[src/rtl/pulse_gen_v2_pkg.sv]
// ---------------------------------------------------------------------------
// package_settings_v_2
// Shared settings for the v2 pulse generator and its companion shaping
// filter: default sample width, rise/decay shifts, auto-trigger counter
// width and the pulse generator state encoding.
// ---------------------------------------------------------------------------
package package_settings_v_2;

    // Sample width shared with the trapezoidal shaping filter.
    localparam int SIZE_FILTER_DATA = 16;

    // Rise length is 2^RISE_SHIFT samples.
    localparam int RISE_SHIFT_v_2   = 2;

    // Decay constant M = 2^DECAY_SHIFT; must match the shaper's M.
    localparam int DECAY_SHIFT_v_2  = 5;

    // Width of the auto-trigger interval counter.
    localparam int PERIOD_W_v_2     = 16;

    typedef enum logic [1:0] {
        ST_IDLE  = 2'd0,
        ST_RISE  = 2'd1,
        ST_DECAY = 2'd2
    } pulse_state_t;

endpackage

[src/rtl/pulse_gen_v2_period_timer.sv]
// ---------------------------------------------------------------------------
// pulse_period_timer
// Free-running interval counter that produces a one-cycle tick every
// 'period' cycles while enabled.
//   clk    in   clock, rising edge
//   reset  in   synchronous, active-low
//   en     in   counting enable; counter held at 0 while low
//   period in   interval in cycles; 0 disables ticking
//   tick   out  combinational, high on the cycle whose edge ends an interval
// ---------------------------------------------------------------------------
module pulse_period_timer #(
    parameter int PERIOD_W = package_settings_v_2::PERIOD_W_v_2
) (
    input  logic                clk,
    input  logic                reset,
    input  logic                en,
    input  logic [PERIOD_W-1:0] period,
    output logic                tick
);

    logic [PERIOD_W-1:0] r_count;
    logic                w_active;

    // The count restarts on every tick whether or not the tick is used
    // downstream, so the interval stays fixed even when a tick is dropped.
    assign w_active = en && (period != '0);
    assign tick     = w_active && (r_count == (period - PERIOD_W'(1)));

    // Shrinking 'period' below the current count lets the counter run on
    // until it wraps; that single long interval is accepted behaviour.
    always_ff @(posedge clk) begin
        if (!reset || !w_active) begin
            r_count <= '0;
        end else if (tick) begin
            r_count <= '0;
        end else begin
            r_count <= r_count + PERIOD_W'(1);
        end
    end

endmodule

[src/rtl/pulse_gen_v2.sv]
// ---------------------------------------------------------------------------
// pulse_gen_v2
// Generates exponential-tail detector pulses (linear rise over 2^RISE_SHIFT
// samples, then decay by 1/M per sample) as stimulus for a trapezoidal
// shaping filter with the same M.
//   clk         in   clock, rising edge
//   reset       in   synchronous, active-low
//   trig        in   external pulse request, level-sampled
//   amp         in   unsigned pulse amplitude, captured at acceptance
//   baseline    in   signed offset added to every output sample
//   auto_en     in   enables the periodic internal trigger
//   period      in   auto-trigger interval in cycles, 0 = off
//   trig_ack    out  one-cycle pulse per accepted trigger
//   busy        out  high while a pulse is rising or decaying
//   output_data out  registered signed sample stream
// ---------------------------------------------------------------------------
module pulse_gen_v2 #(
    parameter int SIZE_FILTER_DATA = package_settings_v_2::SIZE_FILTER_DATA,
    parameter int RISE_SHIFT       = package_settings_v_2::RISE_SHIFT_v_2,
    parameter int DECAY_SHIFT      = package_settings_v_2::DECAY_SHIFT_v_2,
    parameter int PERIOD_W         = package_settings_v_2::PERIOD_W_v_2
) (
    input  logic                               clk,
    input  logic                               reset,
    input  logic                               trig,
    input  logic        [SIZE_FILTER_DATA-1:0] amp,
    input  logic signed [SIZE_FILTER_DATA-1:0] baseline,
    input  logic                               auto_en,
    input  logic        [PERIOD_W-1:0]         period,
    output logic                               trig_ack,
    output logic                               busy,
    output logic signed [SIZE_FILTER_DATA-1:0] output_data
);
    import package_settings_v_2::*;

    localparam int W        = SIZE_FILTER_DATA;
    localparam int ACC_W    = W + 2;
    localparam int SUM_W    = ACC_W + 1;
    localparam int RISE_LEN = 1 << RISE_SHIFT;
    localparam int CNT_W    = (RISE_SHIFT > 0) ? RISE_SHIFT : 1;

    localparam logic        [CNT_W-1:0] LAST_CNT    = CNT_W'(RISE_LEN - 2);
    localparam logic        [W-1:0]     LOW_MASK    = W'((1 << RISE_SHIFT) - 1);
    localparam logic signed [ACC_W-1:0] ACC_MAX     = {1'b0, {(ACC_W-1){1'b1}}};
    localparam logic signed [SUM_W-1:0] SUM_MAX     = {2'b00, {(ACC_W-1){1'b1}}};
    localparam logic signed [ACC_W-1:0] DECAY_LIMIT = ACC_W'(2 ** DECAY_SHIFT);
    localparam logic signed [ACC_W-1:0] NEG_LIMIT   = -DECAY_LIMIT;
    localparam logic signed [SUM_W-1:0] OUT_MAX     = {{(SUM_W-W+1){1'b0}}, {(W-1){1'b1}}};
    localparam logic signed [SUM_W-1:0] OUT_MIN     = {{(SUM_W-W+1){1'b1}}, {(W-1){1'b0}}};

    pulse_state_t              r_state, w_state_next;
    logic signed [ACC_W-1:0]   r_acc, w_acc_next;
    logic        [CNT_W-1:0]   r_rise_cnt, w_cnt_next;
    logic        [W-1:0]       r_amp, w_amp_next;
    logic                      r_trig_ack;
    logic signed [W-1:0]       r_output_data, w_out_sat;
    logic                      w_tick;
    logic                      w_accept;
    logic                      w_do_add;
    logic        [W-1:0]       w_inc;
    logic        [W-1:0]       w_last_inc;
    logic signed [SUM_W-1:0]   w_sum;
    logic signed [SUM_W-1:0]   w_out_sum;

    pulse_period_timer #(
        .PERIOD_W (PERIOD_W)
    ) u_period_timer (
        .clk    (clk),
        .reset  (reset),
        .en     (auto_en),
        .period (period),
        .tick   (w_tick)
    );

    // A request (external or auto) is only honoured outside RISE, so a
    // held trig or a tick during the rise is simply lost.
    assign w_accept = (trig || w_tick) && (r_state != ST_RISE);

    // The final rise increment must make the total exactly amp:
    // amp - (RISE_LEN-1)*step == step + (amp mod RISE_LEN).
    assign w_last_inc = (r_amp >> RISE_SHIFT) + (r_amp & LOW_MASK);

    // Next-state logic: acceptance (including pile-up from DECAY) wins,
    // otherwise RISE keeps adding and DECAY shrinks acc toward zero.
    always_comb begin
        w_state_next = r_state;
        w_acc_next   = r_acc;
        w_cnt_next   = r_rise_cnt;
        w_amp_next   = r_amp;
        w_inc        = '0;
        w_do_add     = 1'b0;
        w_sum        = '0;

        if (w_accept) begin
            w_amp_next = amp;
            w_cnt_next = '0;
            w_do_add   = 1'b1;
            if (RISE_LEN == 1) begin
                w_inc        = amp;
                w_state_next = ST_DECAY;
            end else begin
                w_inc        = amp >> RISE_SHIFT;
                w_state_next = ST_RISE;
            end
        end else begin
            case (r_state)
                ST_RISE: begin
                    w_do_add = 1'b1;
                    if (r_rise_cnt == LAST_CNT) begin
                        w_inc        = w_last_inc;
                        w_state_next = ST_DECAY;
                    end else begin
                        w_inc      = r_amp >> RISE_SHIFT;
                        w_cnt_next = r_rise_cnt + CNT_W'(1);
                    end
                end
                ST_DECAY: begin
                    // Below M the shift term is zero and acc would stall.
                    if ((r_acc < DECAY_LIMIT) && (r_acc > NEG_LIMIT)) begin
                        w_acc_next   = '0;
                        w_state_next = ST_IDLE;
                    end else begin
                        w_acc_next = r_acc - (r_acc >>> DECAY_SHIFT);
                    end
                end
                default: begin
                end
            endcase
        end

        // Increments are never negative, so only the positive rail needs
        // clamping.
        if (w_do_add) begin
            w_sum = $signed({r_acc[ACC_W-1], r_acc})
                  + $signed({{(SUM_W-W){1'b0}}, w_inc});
            if (w_sum > SUM_MAX) begin
                w_acc_next = ACC_MAX;
            end else begin
                w_acc_next = w_sum[ACC_W-1:0];
            end
        end
    end

    // Output sample: baseline plus the accumulator value held before this
    // edge, clamped into the signed sample range.
    always_comb begin
        w_out_sum = $signed({{(SUM_W-W){baseline[W-1]}}, baseline})
                  + $signed({r_acc[ACC_W-1], r_acc});
        if (w_out_sum > OUT_MAX) begin
            w_out_sat = OUT_MAX[W-1:0];
        end else if (w_out_sum < OUT_MIN) begin
            w_out_sat = OUT_MIN[W-1:0];
        end else begin
            w_out_sat = w_out_sum[W-1:0];
        end
    end

    // State register; reset overrides any trigger arriving on the same edge.
    always_ff @(posedge clk) begin
        if (!reset) begin
            r_state       <= ST_IDLE;
            r_acc         <= '0;
            r_rise_cnt    <= '0;
            r_amp         <= '0;
            r_trig_ack    <= 1'b0;
            r_output_data <= '0;
        end else begin
            r_state       <= w_state_next;
            r_acc         <= w_acc_next;
            r_rise_cnt    <= w_cnt_next;
            r_amp         <= w_amp_next;
            r_trig_ack    <= w_accept;
            r_output_data <= w_out_sat;
        end
    end

    assign trig_ack    = r_trig_ack;
    assign busy        = (r_state != ST_IDLE);
    assign output_data = r_output_data;

endmodule

[config.mk]
export PLATFORM = sky130hd
export DESIGN_NAME = pulse_gen_v2
export DESIGN_NICKNAME = d
export VERILOG_FILES = /design/src/rtl/pulse_gen_v2_pkg.sv /design/src/rtl/pulse_gen_v2_period_timer.sv /design/src/rtl/pulse_gen_v2.sv
export SDC_FILE = /design/constraint.sdc
export NUM_CORES = 1
export LEC_CHECK = 0
export CAP_MARGIN = 25
export CELL_PAD_IN_SITES_DETAIL_PLACEMENT = 1
export CELL_PAD_IN_SITES_GLOBAL_PLACEMENT = 1
export CORE_MARGIN = 1
export CORE_UTILIZATION = 30
export DETAILED_ROUTE_END_ITERATION = 10
export GPL_ROUTABILITY_DRIVEN = 1
export PLACE_DENSITY_LB_ADDON = 0.1
export SLEW_MARGIN = 15
export SYNTH_ARGS = -nofsm -noshare
export SYNTH_HDL_FRONTEND = slang
export SYNTH_HIERARCHICAL = 1
export SYNTH_SLANG_ARGS = --single-unit
[constraint.sdc]
create_clock -name clk -period 8.3 [get_ports clk]
set_clock_uncertainty 0.15 [all_clocks]
set_input_delay 2.49 -clock clk [delete_from_list [all_inputs] [get_ports clk]]
set_output_delay 2.49 -clock clk [all_outputs]
set_load 0.05 [all_outputs]
==> impl_metrics.ini <==
[status]
status = finished clean

[power]
p_int_mw = 0.890
switchingPower_mw = 0.599
power_density_nw_per_um2 = 195
ir_drop_mv = 0.0992
p_total_mw = 1.49
leakagePower_nw = 3.13
seq_power_share_pct = 28.1
swShare_pct = 40.2
clkPwrFrac_pct = 26.6
pwr-share-comb_pct = 45.3

[die]
std_cell_rows = 52
fp.coreArea_um2 = 20500
die_w_um = 148
dieArea_um2 = 21800
start_util_pct = 31.0
ioPinCount = 70
die-height_um = 148

[critical_path]
cpMaxStageDelayCell = clkdlybuf4s50_1
r2r-start = u_period_timer/r_count[3]
crit_arrival_ns = 7.94
cp_data_required_time_ns = 8.36
cp-start-kind = input port
critPathCaptureType = flip-flop
path_class = in2reg
max_stage_delay_ns = 0.48
cp_max_fo = 15
crit_buf_inv = 3
cp_top_family = simple AND/OR/NAND/NOR gates
path_cells = clkdlybuf4s50_1 > buf_4 > nor3_1 > nand4_1 > xnor2_1 > o211ai_1 > a21oi_1 > and3_1 > nor2_1 > nor2_1 > buf_4 > nand2_1 > o21ai_0 > ha_1 > fa_1 > a21o_1 > a221oi_2 > o2111ai_1 > a41o_1 > and4_4 > or3_4 > o21ai_1 > a31oi_1
cp-startpoint = period[3]

[run]
drv_cap = 0

[layout]
nets = 1006
stdcell_count = 1164
fill_cells = 2509
regArea_um2 = 1420
multiInputGateArea_um2 = 4690
fin_util_pct = 37.4
syn_to_final_growth_pct = 20.4
diodes = 0
final_area_um2 = 7650
drive_above_1_share_pct = 4.47

[clocking]
post_cts_buffers = 0
cts.clk_slew.worst_paths_ns = 0.06
cts_hold_buffers = 0
htreeDepth = 3
cts_tree = yes
clock_path_buffers = 2
cts-root-buf = clkbuf_16
numCtsBuffers = 9
cts_num_sinks = 71
cts.repair.resized = 0
insertion_delay_ns = 0.35

[yosys]
synth_common_cells = nand2_1 (88), a21oi_1 (81), dfxtp_1 (71)
synth_edf_count = 0
synthArstFlopShare_pct = 0
yosysUniqueCellTypes = 72
synth_top_area_share_pct = 22.3
ys_ff_latch = 71
syn_avg_cell_area_um2 = 7.75
yosysTopAreaCell = dfxtp_1
syn_nets = 938
synth_warnings = 6
synth_most_common_cell = nand2_1
netlist_area_um2 = 6360
ys_seq_area_share_pct = 22.3
synth_ff_type = dfxtp_1
syn_inst = 821
synth.area.top_cells = dfxtp_1 (22%), ha_1 (12%), a21oi_1 (6.4%)

[placement]
place_congestion = 0.833
postPlaceCellArea_um2 = 7360
post-place-ws_ns = 0.111
io_buffers = 69
dp.cells = 1148
hpwl_um = 16500

[global_routing]
use_met2_pct = 33.4
grt_remaining_overflow = 0
antenna_found_initial = 0
track_usage_pct = 19.4
grt_use_met1_pct = 25.5
gr-usage-met3_pct = 1.82
grt_pass1_wl_um = 33600
grt_max_degree = 51
grt_pass1_vias = 6574
gr-max-usage-layer = met2

[worst_hold_path]
hp-start = r_amp[0]
holdCritPathClass = reg2reg

[routing]
drtAntennaViolNets = 0
drc_errors = 0
via_per_inst = 5.42
wl_um = 20800
vias = 6314
routedWlPerCell_um = 17.9
drtPass1Iterations = 4
drtIter0Drc = 269

[timing]
final.setup.tns_ns = 0
timing.final.ws_setup_ns = 0.424
hold_viol_final = 0
drv_slew = 0
worst_pin_slew_ns = 0.963
relSlewSlack_pct = 35.8
finalCritPeriodShare_pct = 94.9
setup_viol = 0
rsz0062_at_grt = false
clock.fmax_mhz = 127
fin_hold_ws_ns = 0.317
period_needed_ns = 7.88
[worst register-to-register path, stage by stage, from the launching register on]
cell,delay (ns)
dfxtp_1,0.38
xnor2_1,0.36
xnor2_1,0.14
nor4b_1,0.24
o311ai_0,0.19
nor4_1,0.24
and3_1,0.28
nor2_1,0.09
nor2_1,0.10
buf_4,0.18
nand2_1,0.09
o21ai_0,0.15
ha_1,0.35
a21o_1,0.24
a221oi_2,0.36
o2111ai_1,0.23
a41o_1,0.36
and4_4,0.22
or3_4,0.48
o21ai_1,0.17
a31oi_1,0.11
[layout make-up]
type | count | area share (%)
inverters | 36 | 1.77
multi-input cells | 690 | 61.2
repair buffers | 81 | 10.2
clock inverters | 4 | 0.588
clock buffers | 12 | 3.22
flip-flops and latches | 71 | 18.6
well taps | 270 | 4.41
[flip-flops by register name, summed over array words and instances, names as in the netlist]
name / flops
r_state: 2
output_data: 16
trig_ack: 1
u_period_timer/r_count: 16
r_amp: 16
r_rise_cnt: 2
r_acc: 18
[placed cells by master, fill, tap and decap left out, types with 4 or more instances in the layout]
cell             instances
a211o_1                  7
a211oi_1                11
a21o_1                  23
a21oi_1                 81
a22oi_1                 12
a31oi_1                  5
and3_1                  16
buf_4                   12
clkbuf_16                9
clkdlybuf4s50_1         69
dfxtp_1                 71
fa_1                     4
ha_1                    61
inv_1                   35
nand2_1                 88
nand3_1                 32
nand4_1                 15
nor2_1                  57
nor2b_1                  5
nor3_1                  22
nor4_1                   7
o211ai_1                 5
o21a_1                   9
o21ai_0                 31
o21ai_1                 29
o21bai_1                 5
o22ai_1                  4
o31ai_1                  8
or3_1                    6
or4_1                    4
xnor2_1                 40
xor2_1                  37
[cells by family (layout without fill, tap and decap cells)]
logic type	after synthesis	in the layout	synth area share, %
DFF	71	71	22.3
xor gates and xnor gates	77	77	10.6
AOI/OAI and AO/OA	271	271	28.2
adders and majority gates	65	65	13.3
and+or+nand+nor	276	276	21.5
buffers and inverters	60	133	3.93
muxes	1	1	0.157
[path summary, 6_finish.rpt]
check | to | slack [ns] | cells past startpoint
hold reg to reg | r_amp[0] | 0.32 | 2
setup / recovery | r_acc[14] | 0.42 | 23
hold / removal | r_amp[0] | 0.32 | 2
setup reg to reg | r_acc[14] | 3.05 | 20
[power groups by stage]
stage / logic [mW] / registers [mW] / clock network [mW]
after global placement: 0.655 / 0.427 / 0
after global routing: 0.738 / 0.425 / 0.423
after CTS: 0.675 / 0.420 / 0.411
final: 0.675 / 0.419 / 0.396
after detailed placement: 0.669 / 0.428 / 0
after floorplan: 0.434 / 0.457 / 0
[routing by layer]
metal	routed length, µm	share of wire (%)
met1	10200	49
met5	0	0
met2	9960	48
met3	415	2.0
met4	306	1.5
(Power assumes the default switching activity.)
